## src/rtl/bin2bcd_pkg.sv

```systemverilog
// ---------------------------------------------------------------------------
// bin2bcd_pkg
// Shared definitions for the sequential binary-to-BCD converter:
//   state_e      - converter FSM states (2-bit)
//   BCD_DIGIT_W  - width of one BCD digit
//   digits_for() - decimal digits needed to represent a width-bit unsigned value
// ---------------------------------------------------------------------------
package bin2bcd_pkg;

    localparam int BCD_DIGIT_W = 4;

    typedef enum logic [1:0] {
        IDLE  = 2'd0,
        SHIFT = 2'd1,
        DONE  = 2'd2
    } state_e;

    // ceil(width * log10(2)) using a fixed-point log10(2) ~= 0.30103
    function automatic int digits_for(input int width);
        return (width * 30103 + 99999) / 100000;
    endfunction

endpackage

```

## src/rtl/bcd_add3.sv

```systemverilog
// ---------------------------------------------------------------------------
// bcd_add3
// Combinational double-dabble digit correction: digits of 5 or more get +3
// so that the following left shift carries correctly into the next digit.
//   digit_i  in   BCD_DIGIT_W  digit before correction
//   digit_o  out  BCD_DIGIT_W  corrected digit
// ---------------------------------------------------------------------------
module bcd_add3
    import bin2bcd_pkg::*;
(
    input  logic [BCD_DIGIT_W-1:0] digit_i,
    output logic [BCD_DIGIT_W-1:0] digit_o
);

    assign digit_o = (digit_i >= BCD_DIGIT_W'(5)) ? digit_i + BCD_DIGIT_W'(3) : digit_i;

endmodule

```

## src/rtl/bin2bcd_seq.sv

```systemverilog
// ---------------------------------------------------------------------------
// bin2bcd_seq
// Sequential shift-and-add-3 binary-to-BCD converter. Watches a level-valid
// binary value and converts it each time a new value appears; the packed BCD
// output only changes in a single cycle, so downstream digit-scan logic never
// sees a partially converted word.
//   clk          in   clock
//   rst          in   asynchronous active-high reset
//   bin_i        in   DATA_WIDTH  unsigned binary value
//   valid_i      in   level-valid for bin_i
//   bcd_o        out  4*DIGITS    packed BCD, digit 0 in bits [3:0]
//   bcd_valid_o  out  sticky: at least one conversion completed
//   done_o       out  one-cycle pulse when bcd_o updates
//   busy_o       out  conversion in progress
//   overflow_o   out  last value did not fit in DIGITS digits
//
// ALLOW_TRUNC acknowledges an intentionally narrow DIGITS (truncated result
// with overflow_o) and silences the elaboration warning.
//
// state | meaning
// ------+-----------------------------------------------------------
// IDLE  | waiting for a valid value different from the last one
// SHIFT | one add-3 + shift iteration per cycle, DATA_WIDTH cycles
// DONE  | publish scratch BCD part, overflow and done pulse
// ---------------------------------------------------------------------------
module bin2bcd_seq
    import bin2bcd_pkg::*;
#(
    parameter int DATA_WIDTH  = 10,
    parameter int DIGITS      = 4,
    parameter bit ALLOW_TRUNC = 1'b0
) (
    input  logic                          clk,
    input  logic                          rst,
    input  logic [DATA_WIDTH-1:0]         bin_i,
    input  logic                          valid_i,
    output logic [BCD_DIGIT_W*DIGITS-1:0] bcd_o,
    output logic                          bcd_valid_o,
    output logic                          done_o,
    output logic                          busy_o,
    output logic                          overflow_o
);

    localparam int BCD_W = BCD_DIGIT_W * DIGITS;
    localparam int SCR_W = BCD_W + DATA_WIDTH;
    localparam int CNT_W = $clog2(DATA_WIDTH + 1);
    localparam logic [CNT_W-1:0] CNT_LAST = CNT_W'(DATA_WIDTH - 1);

    if (!ALLOW_TRUNC && (DIGITS < digits_for(DATA_WIDTH))) begin : g_digits_chk
        $warning("bin2bcd_seq: DIGITS too small for DATA_WIDTH, results will be truncated");
    end

    state_e                  state_q;
    logic [SCR_W-1:0]        scratch_q;
    logic [CNT_W-1:0]        cnt_q;
    logic                    ovf_q;
    logic [DATA_WIDTH-1:0]   last_bin_q;
    logic                    have_last_q;
    logic [BCD_W-1:0]        bcd_q;
    logic                    bcd_valid_q;
    logic                    done_q;
    logic                    overflow_q;

    logic [BCD_W-1:0]        digits_adj;
    logic [SCR_W-1:0]        scratch_adj;
    logic [SCR_W-1:0]        scratch_d;
    logic                    start;

    for (genvar k = 0; k < DIGITS; k++) begin : g_add3
        bcd_add3 u_add3 (
            .digit_i (scratch_q[DATA_WIDTH + BCD_DIGIT_W*k +: BCD_DIGIT_W]),
            .digit_o (digits_adj[BCD_DIGIT_W*k +: BCD_DIGIT_W])
        );
    end

    assign scratch_adj = {digits_adj, scratch_q[DATA_WIDTH-1:0]};
    assign scratch_d   = {scratch_adj[SCR_W-2:0], 1'b0};

    assign start = valid_i && (!have_last_q || (bin_i != last_bin_q));

    always_ff @(posedge clk or posedge rst) begin
        if (rst) begin
            state_q     <= IDLE;
            scratch_q   <= '0;
            cnt_q       <= '0;
            ovf_q       <= 1'b0;
            last_bin_q  <= '0;
            have_last_q <= 1'b0;
            bcd_q       <= '0;
            bcd_valid_q <= 1'b0;
            done_q      <= 1'b0;
            overflow_q  <= 1'b0;
        end else begin
            done_q <= 1'b0;
            case (state_q)
                IDLE: begin
                    if (start) begin
                        scratch_q   <= {{BCD_W{1'b0}}, bin_i};
                        last_bin_q  <= bin_i;
                        have_last_q <= 1'b1;
                        cnt_q       <= '0;
                        ovf_q       <= 1'b0;
                        state_q     <= SHIFT;
                    end
                end
                SHIFT: begin
                    scratch_q <= scratch_d;
                    // a 1 leaving the top digit means the value needs more digits
                    ovf_q     <= ovf_q | scratch_adj[SCR_W-1];
                    cnt_q     <= cnt_q + CNT_W'(1);
                    if (cnt_q == CNT_LAST) begin
                        state_q <= DONE;
                    end
                end
                DONE: begin
                    bcd_q       <= scratch_q[SCR_W-1 -: BCD_W];
                    overflow_q  <= ovf_q;
                    bcd_valid_q <= 1'b1;
                    done_q      <= 1'b1;
                    state_q     <= IDLE;
                end
                default: state_q <= IDLE;
            endcase
        end
    end

    assign bcd_o       = bcd_q;
    assign bcd_valid_o = bcd_valid_q;
    assign done_o      = done_q;
    assign busy_o      = (state_q != IDLE);
    assign overflow_o  = overflow_q;

endmodule

```

## config.mk

```make
export PLATFORM = sky130hd
export DESIGN_NAME = bin2bcd_seq
export DESIGN_NICKNAME = d
export VERILOG_FILES = /design/src/rtl/bin2bcd_pkg.sv /design/src/rtl/bcd_add3.sv /design/src/rtl/bin2bcd_seq.sv
export SDC_FILE = /design/constraint.sdc
export NUM_CORES = 1
export LEC_CHECK = 0
export CORE_UTILIZATION = 63
export CTS_BUF_LIST = sky130_fd_sc_hd__clkbuf_4 sky130_fd_sc_hd__clkbuf_8
export CTS_CLUSTER_SIZE = 12
export DETAILED_ROUTE_END_ITERATION = 8
export PLACE_DENSITY_LB_ADDON = 0.15
export SLEW_MARGIN = 10
export SYNTH_ARGS = -nofsm -noshare
export SYNTH_HDL_FRONTEND = slang
export SYNTH_SLANG_ARGS = --single-unit
export TNS_END_PERCENT = 5
```

## constraint.sdc

```tcl
create_clock -name clk -period 6.5 [get_ports clk]
set_clock_uncertainty 0.15 [all_clocks]
set_input_delay 1.3 -clock clk [delete_from_list [all_inputs] [get_ports clk]]
set_output_delay 1.3 -clock clk [all_outputs]
set_load 0.02 [all_outputs]
```

# After elaboration in Yosys (flattened, before gate mapping)
# Cells that the tools add are included.
# totals
reg_bits	63
latchBits	0
ram_bits	0
romBits	0
input_bits	13
out_inout_bits	20
wordCells	49
mem_count	0
# op_classes
n_addsub	5
multipliers	0
div	0
order_cmp	4
eq_ne	6
n_shift	0
n_mux	14
bitwise	1
n_reduce_logical	9
# op_table
op	n
$pmux 26 s2	1
$mux 26	1
$mux 4	5
$add 4x2->4 const B	4
$ge 4x3->1 const B	4
$ne 10x10->1	1
$pmux 4 s2	1
$reduce_and 2->1	3
$add 4x1->4 const B	1
$eq 4x4->1 const B	1
$mux 2	2
$ne 2x2->1 const B	2
$pmux 2 s2	1
$reduce_bool 2->1	2
$eq 2x1->1 const B	1
$eq 2x2->1 const B	1
$logic_not 2->1	1
$mux 1	2
$pmux 1 s2	1
$logic_and 1x1->1	1
$logic_not 1->1	1
$logic_or 1x1->1	1
$or 1x1->1	1

# Depth between registers and ports, before layout
# depth
word_depth	5
depth_mapped	7
depth_no_buf	7

# Cells and area by module
# Synthesis repeated with hierarchy kept, for this count alone.
# hier_totals
cells_unflattened	302
area_unflattened_um2	3193.1
# modules_own_cells
module	n_inst	cells_each	area_each_um2	seq_area_each_um2
bin2bcd_seq	1	238	2787.7	1576.5
bcd_add3	4	16	101.3	0.0

# Worst setup path before layout
# OpenSTA, ideal clock, no wires.
# synth_path
path_type	input port to flip-flop
start	input port bin_i[9]
end	register scratch_q[1]
setup_ns	0.123
t_arrival_ns	2.440
required_ns	6.227
setup_slack_ns	3.787
stages	5
path_buffers	1
cell_sequence	xnor2_1 > nand4_1 > or4_1 > buf_6 > o221a_1
# synth_via
elab_chain_cells	5
# synth_lines
item	line_no	source
start: declaration	bin2bcd_seq.sv:35	input logic [DATA_WIDTH-1:0] bin_i,
$ne 10x10->1	bin2bcd_seq.sv:79	assign start = valid_i && (!have_last_q || (bin_i != last_bin_q));
$logic_or 1x1->1	bin2bcd_seq.sv:79	
$logic_and 1x1->1	bin2bcd_seq.sv:79	
$ne 2x2->1 (no line)	--	
$reduce_and 2->1 (no line)	--	
end signal: assignment	bin2bcd_seq.sv:98	scratch_q <= {{BCD_W{1'b0}}, bin_i};
end signal: assignment	bin2bcd_seq.sv:107	scratch_q <= scratch_d;
end: declaration	bin2bcd_seq.sv:54	logic [SCR_W-1:0] scratch_q;
# No other way between the ends.
# A chain may end at the register's enable or synchronous reset.

# Worst setup path in the final report
# layout_path
start	input port valid_i
end	register last_bin_q[0]
# layout_via
elab_chain_cells	2
# layout_lines
item	line_no	source
start: declaration	bin2bcd_seq.sv:36	input logic valid_i,
$logic_and 1x1->1	bin2bcd_seq.sv:79	
$reduce_and 2->1 (no line)	--	
end signal: assignment	bin2bcd_seq.sv:99	last_bin_q <= bin_i;
end: declaration	bin2bcd_seq.sv:57	logic [DATA_WIDTH-1:0] last_bin_q;
# No other way between the ends.

==> report_table.html <==
<table>
<tr><th>Metric</th><th>Value</th></tr>
<tr><th colspan="2">Clock tree</th></tr>
<tr><td>CTS buffer count</td><td>9</td></tr>
<tr><td>Cts hold-fix bufs</td><td>0</td></tr>
<tr><td>H-Tree Level Count</td><td>3</td></tr>
<tr><td>Clock net sink count</td><td>63</td></tr>
<tr><td>PostCTS Resize Cnt</td><td>0</td></tr>
<tr><td>Post-CTS setup buffer count</td><td>0</td></tr>
<tr><td>Clock transition at path regs</td><td>0.06 ns</td></tr>
<tr><td>Skew-Pair Late Insertion Delay</td><td>0.34 ns</td></tr>
<tr><td>CTS root buf</td><td>sky130_fd_sc_hd__clkbuf_8</td></tr>
<tr><td>Clock Tree Buf Depth</td><td>2</td></tr>
<tr><td>TritonCTS clock tree</td><td>done</td></tr>
<tr><th colspan="2">Routing</th></tr>
<tr><td># DRC</td><td>2</td></tr>
<tr><td>Final ANT Viol Nets</td><td>0</td></tr>
<tr><td>Iteration count of the initial detailed-routing pass</td><td>7</td></tr>
<tr><td>Routed len/inst</td><td>16.3 um</td></tr>
<tr><td>Iter 0 DRT Violations</td><td>~160</td></tr>
<tr><td>Post-Route WL</td><td>5990 um</td></tr>
<tr><td>Vias/cell</td><td>roughly 6</td></tr>
<tr><td>Total vias in the final route</td><td>2187</td></tr>
<tr><th colspan="2">Floorplanning</th></tr>
<tr><td>Overall die area</td><td>approximately 5100 um2</td></tr>
<tr><td>Initial Util</td><td>67.6%</td></tr>
<tr><td>Core region area</td><td>4470 um2</td></tr>
<tr><td>Vert. Die Dim</td><td>between 70 and 80 um</td></tr>
<tr><td>Die boundary width</td><td>71.3 um</td></tr>
<tr><td>Site Rows</td><td>24</td></tr>
<tr><td>Top-level I/O count</td><td>33</td></tr>
<tr><th colspan="2">Final layout</th></tr>
<tr><td>Final cell utilization of the core</td><td>around four fifths</td></tr>
<tr><td>Ant. Diodes</td><td>0</td></tr>
<tr><td>Filler instances</td><td>309</td></tr>
<tr><td>Storage cell area</td><td>approximately 1600 um2</td></tr>
<tr><td>Area added between synthesis and finish</td><td>16.8%</td></tr>
<tr><td>Fin area</td><td>3530 um2</td></tr>
<tr><td>Footprint of the multi-input gates</td><td>1320 um2</td></tr>
<tr><td>Number of nets in the final layout</td><td>335</td></tr>
<tr><td>Share of post-route cells with drive strength above 1</td><td>13.3%</td></tr>
<tr><th colspan="2">Yosys</th></tr>
<tr><td>Warnings, synthesis</td><td>0</td></tr>
<tr><td>Number of flops mapped to enable cells by yosys</td><td>0</td></tr>
<tr><td>Async S/R FF share, synth</td><td>100%</td></tr>
<tr><td>Post-synth top area share</td><td>52.2%</td></tr>
<tr><td>#FFs+latches synth</td><td>63</td></tr>
<tr><td>Average cell area after synthesis</td><td>10.8 um2</td></tr>
<tr><td>Synth top cells by count</td><td>sky130_fd_sc_hd__dfrtp_1, sky130_fd_sc_hd__nand2_1, sky130_fd_sc_hd__nor2_1, sky130_fd_sc_hd__mux2_2, sky130_fd_sc_hd__xnor2_1</td></tr>
<tr><td>Post-synthesis net count</td><td>303</td></tr>
<tr><td>Post-Synthesis Cell Area</td><td>3020 um2</td></tr>
<tr><td>Number of distinct standard cells referenced by the synthesized netlist</td><td>36</td></tr>
<tr><td>Ranking of synthesized cells by area</td><td>sky130_fd_sc_hd__dfrtp_1, sky130_fd_sc_hd__mux2_2, sky130_fd_sc_hd__ha_1</td></tr>
<tr><td>Sequential-to-total area share from yosys stat</td><td>roughly 52%</td></tr>
<tr><td>Dominant cell by count in the synthesized netlist</td><td>sky130_fd_sc_hd__dfrtp_1</td></tr>
<tr><td>Most frequently used flop master after synthesis</td><td>sky130_fd_sc_hd__dfrtp_1</td></tr>
<tr><td>Cell count after synthesis</td><td>280</td></tr>
<tr><td>Largest area contributor in the netlist</td><td>sky130_fd_sc_hd__dfrtp_1</td></tr>
<tr><th colspan="2">STA</th></tr>
<tr><td>Number of endpoints with negative hold slack in the final report</td><td>0</td></tr>
<tr><td>Peak Freq</td><td>between 200 and 300 MHz</td></tr>
<tr><td>RSZ-0062 raised after global routing</td><td>false</td></tr>
<tr><td>Fraction of the cycle the final worst path needs</td><td>between 50% and 60%</td></tr>
<tr><td>Final setup violation count</td><td>0</td></tr>
<tr><td>Transition time of the tightest slew-check pin</td><td>0.969 ns</td></tr>
<tr><td>Headroom to the max-slew limit</td><td>35.4%</td></tr>
<tr><td>Final-layout setup total negative slack</td><td>0 ns</td></tr>
<tr><td>Final max-slew violation count</td><td>0</td></tr>
<tr><td>Setup WS post-layout</td><td>2.92 ns</td></tr>
<tr><td>Final Critical Period</td><td>3.58 ns</td></tr>
<tr><th colspan="2">Global routing</th></tr>
<tr><td>Global-route usage over all layers</td><td>roughly 27%</td></tr>
<tr><td>Maximum number of pins on one net before global-route repair</td><td>64</td></tr>
<tr><td>GRT Residual Overflow</td><td>0</td></tr>
<tr><td>Number of global-route vias before repair</td><td>2106</td></tr>
<tr><td>Initial antenna violation count</td><td>0</td></tr>
<tr><td>First-pass GRT wire length</td><td>about 10000 um</td></tr>
<tr><th colspan="2">Worst setup path</th></tr>
<tr><td>Delay-heaviest family, CP</td><td>simple AND/OR/NAND/NOR gates</td></tr>
<tr><td>Maximum net fanout on the critical path</td><td>21</td></tr>
<tr><td>Type of element launching the critical path</td><td>input port</td></tr>
<tr><td>Delay contributed by the slowest stage of the critical path</td><td>0.74 ns</td></tr>
<tr><td>Category of the most critical setup path</td><td>in2reg</td></tr>
<tr><td>Number of buffers and inverters on the critical path</td><td>2</td></tr>
<tr><td>Worst Setup End Kind</td><td>flip-flop</td></tr>
<tr><td>Max stage delay cell, worst path</td><td>sky130_fd_sc_hd__nor2_2</td></tr>
<tr><td>CP Cell Sequence</td><td>clkdlybuf4s50_1 &gt; inv_1 &gt; nor2_2 &gt; o21a_1 &gt; mux2_2</td></tr>
<tr><td>Data arrival time of the worst path</td><td>around 3.7 ns</td></tr>
<tr><td>Worst EP required</td><td>roughly 6.6 ns</td></tr>
<tr><th colspan="2">Min path</th></tr>
<tr><td>Worst min path class</td><td>reg2reg</td></tr>
<tr><th colspan="2">Outcome</th></tr>
<tr><td>Failing checks</td><td>DRC</td></tr>
<tr><td>Outcome</td><td>finished with violations</td></tr>
<tr><th colspan="2">Placed design</th></tr>
<tr><td>PortBufs</td><td>32</td></tr>
<tr><td>Pre-CTS worst setup slack</td><td>around 2.6 ns</td></tr>
<tr><td>Sum of net half-perimeters after detailed placement</td><td>~3700 um</td></tr>
<tr><td>Cell area after placement</td><td>3350 um2</td></tr>
<tr><td>RePlAce Congestion</td><td>0.764</td></tr>
<tr><th colspan="2">Pwr</th></tr>
<tr><td>Leakage power</td><td>about 1.6 nW</td></tr>
<tr><td>Power consumption</td><td>around 1.8 mW</td></tr>
<tr><td>Power density over the cells</td><td>502 nW/um2</td></tr>
<tr><td>Maximum vdd ir drop</td><td>around 0.29 mV</td></tr>
<tr><th colspan="2">Run</th></tr>
<tr><td>Number of max-cap violations</td><td>0</td></tr>
</table>
[per-stage QoR]
step                hold slack, ns  cells
floorplan                    0.289    280
global placement             0.299    353
detailed placement           0.319    353
CTS                          0.334    367
global route                 0.356    367
finish                       0.325    367
[layout by cell type, fill, tap and decap left out, types with 4 or more instances in the layout]
cell	instances
sky130_fd_sc_hd__clkbuf_8	13
sky130_fd_sc_hd__nor4b_1	4
sky130_fd_sc_hd__xnor2_1	14
sky130_fd_sc_hd__ha_1	10
sky130_fd_sc_hd__inv_1	11
sky130_fd_sc_hd__nor3_1	11
sky130_fd_sc_hd__o221a_1	9
sky130_fd_sc_hd__o22ai_1	13
sky130_fd_sc_hd__clkdlybuf4s50_1	32
sky130_fd_sc_hd__o21ai_0	13
sky130_fd_sc_hd__nand2b_1	7
sky130_fd_sc_hd__a211o_1	4
sky130_fd_sc_hd__and3_1	4
sky130_fd_sc_hd__mux2_2	19
sky130_fd_sc_hd__nand2_1	25
sky130_fd_sc_hd__dfrtp_1	63
sky130_fd_sc_hd__nor2_1	25
sky130_fd_sc_hd__a21oi_1	11
[logic make-up after synthesis]
logic type                 synth area share (%)
DFF                                        52.2
xor gates and xnor gates                   4.93
AOI/OAI and AO/OA                          12.8
buffers and inverters                      4.30
and+or+nand+nor                            14.2
muxes                                      7.45
adders and majority gates                  4.14
[final timing paths]
path | from | to | slack, ns | depth (start not counted)
setup / recovery | valid_i | last_bin_q[0]$_DFFE_PP0P_ | 2.92 | 5
hold / removal | bcd_valid_o$_DFFE_PP0P_ | bcd_valid_o$_DFFE_PP0P_ | 0.32 | 1
setup reg to reg | state_q[1]$_DFFE_PP0P_ | last_bin_q[0]$_DFFE_PP0P_ | 3.66 | 4
hold reg to reg | bcd_valid_o$_DFFE_PP0P_ | bcd_valid_o$_DFFE_PP0P_ | 0.32 | 1
max in group asynchronous | rst | bcd_o[14]$_DFFE_PP0P_ | 4.33 | 3
min in group asynchronous | rst | scratch_q[6]$_DFFE_PP0P_ | 1.35 | 3
[state kept, by name, indices dropped and copies added, names as in the netlist]
name / count
bcd_o: 16
bcd_valid_o: 1
cnt_q: 4
done_o: 1
have_last_q: 1
last_bin_q: 10
overflow_o: 1
ovf_q: 1
scratch_q: 26
state_q: 2
[final cells by class]
cell class                 instances  area share, %
clock buffer                      14           5.28
inverter                          12           1.28
sequential                        63           44.6
multi-input combinational        191           37.3
timing repair buffer              35           9.71
tap                               52           1.84
[per-layer routing]
metal  global-route usage (%)  routed length (um)  up-vias  share of wire (%)
li1                         -                   -     1039                  -
met5                        0                   0        -                  0
met4                     13.8                 159        0                2.7
met2                     42.5                2920       49                 49
met3                     7.88                 226       15                3.8
met1                     34.2                2680     1084                 45
[report_power, final]
| part | internal [mW] | total (mW) | leakage, nW | switching, mW |
|---|---|---|---|---|
| logic | 0.366 | 0.765 | 0.665 | 0.399 |
| clock network | 0.180 | 0.322 | 0.0981 | 0.141 |
| registers | 0.555 | 0.687 | 0.791 | 0.132 |
Note: power is estimated with default switching activity, not from simulation.
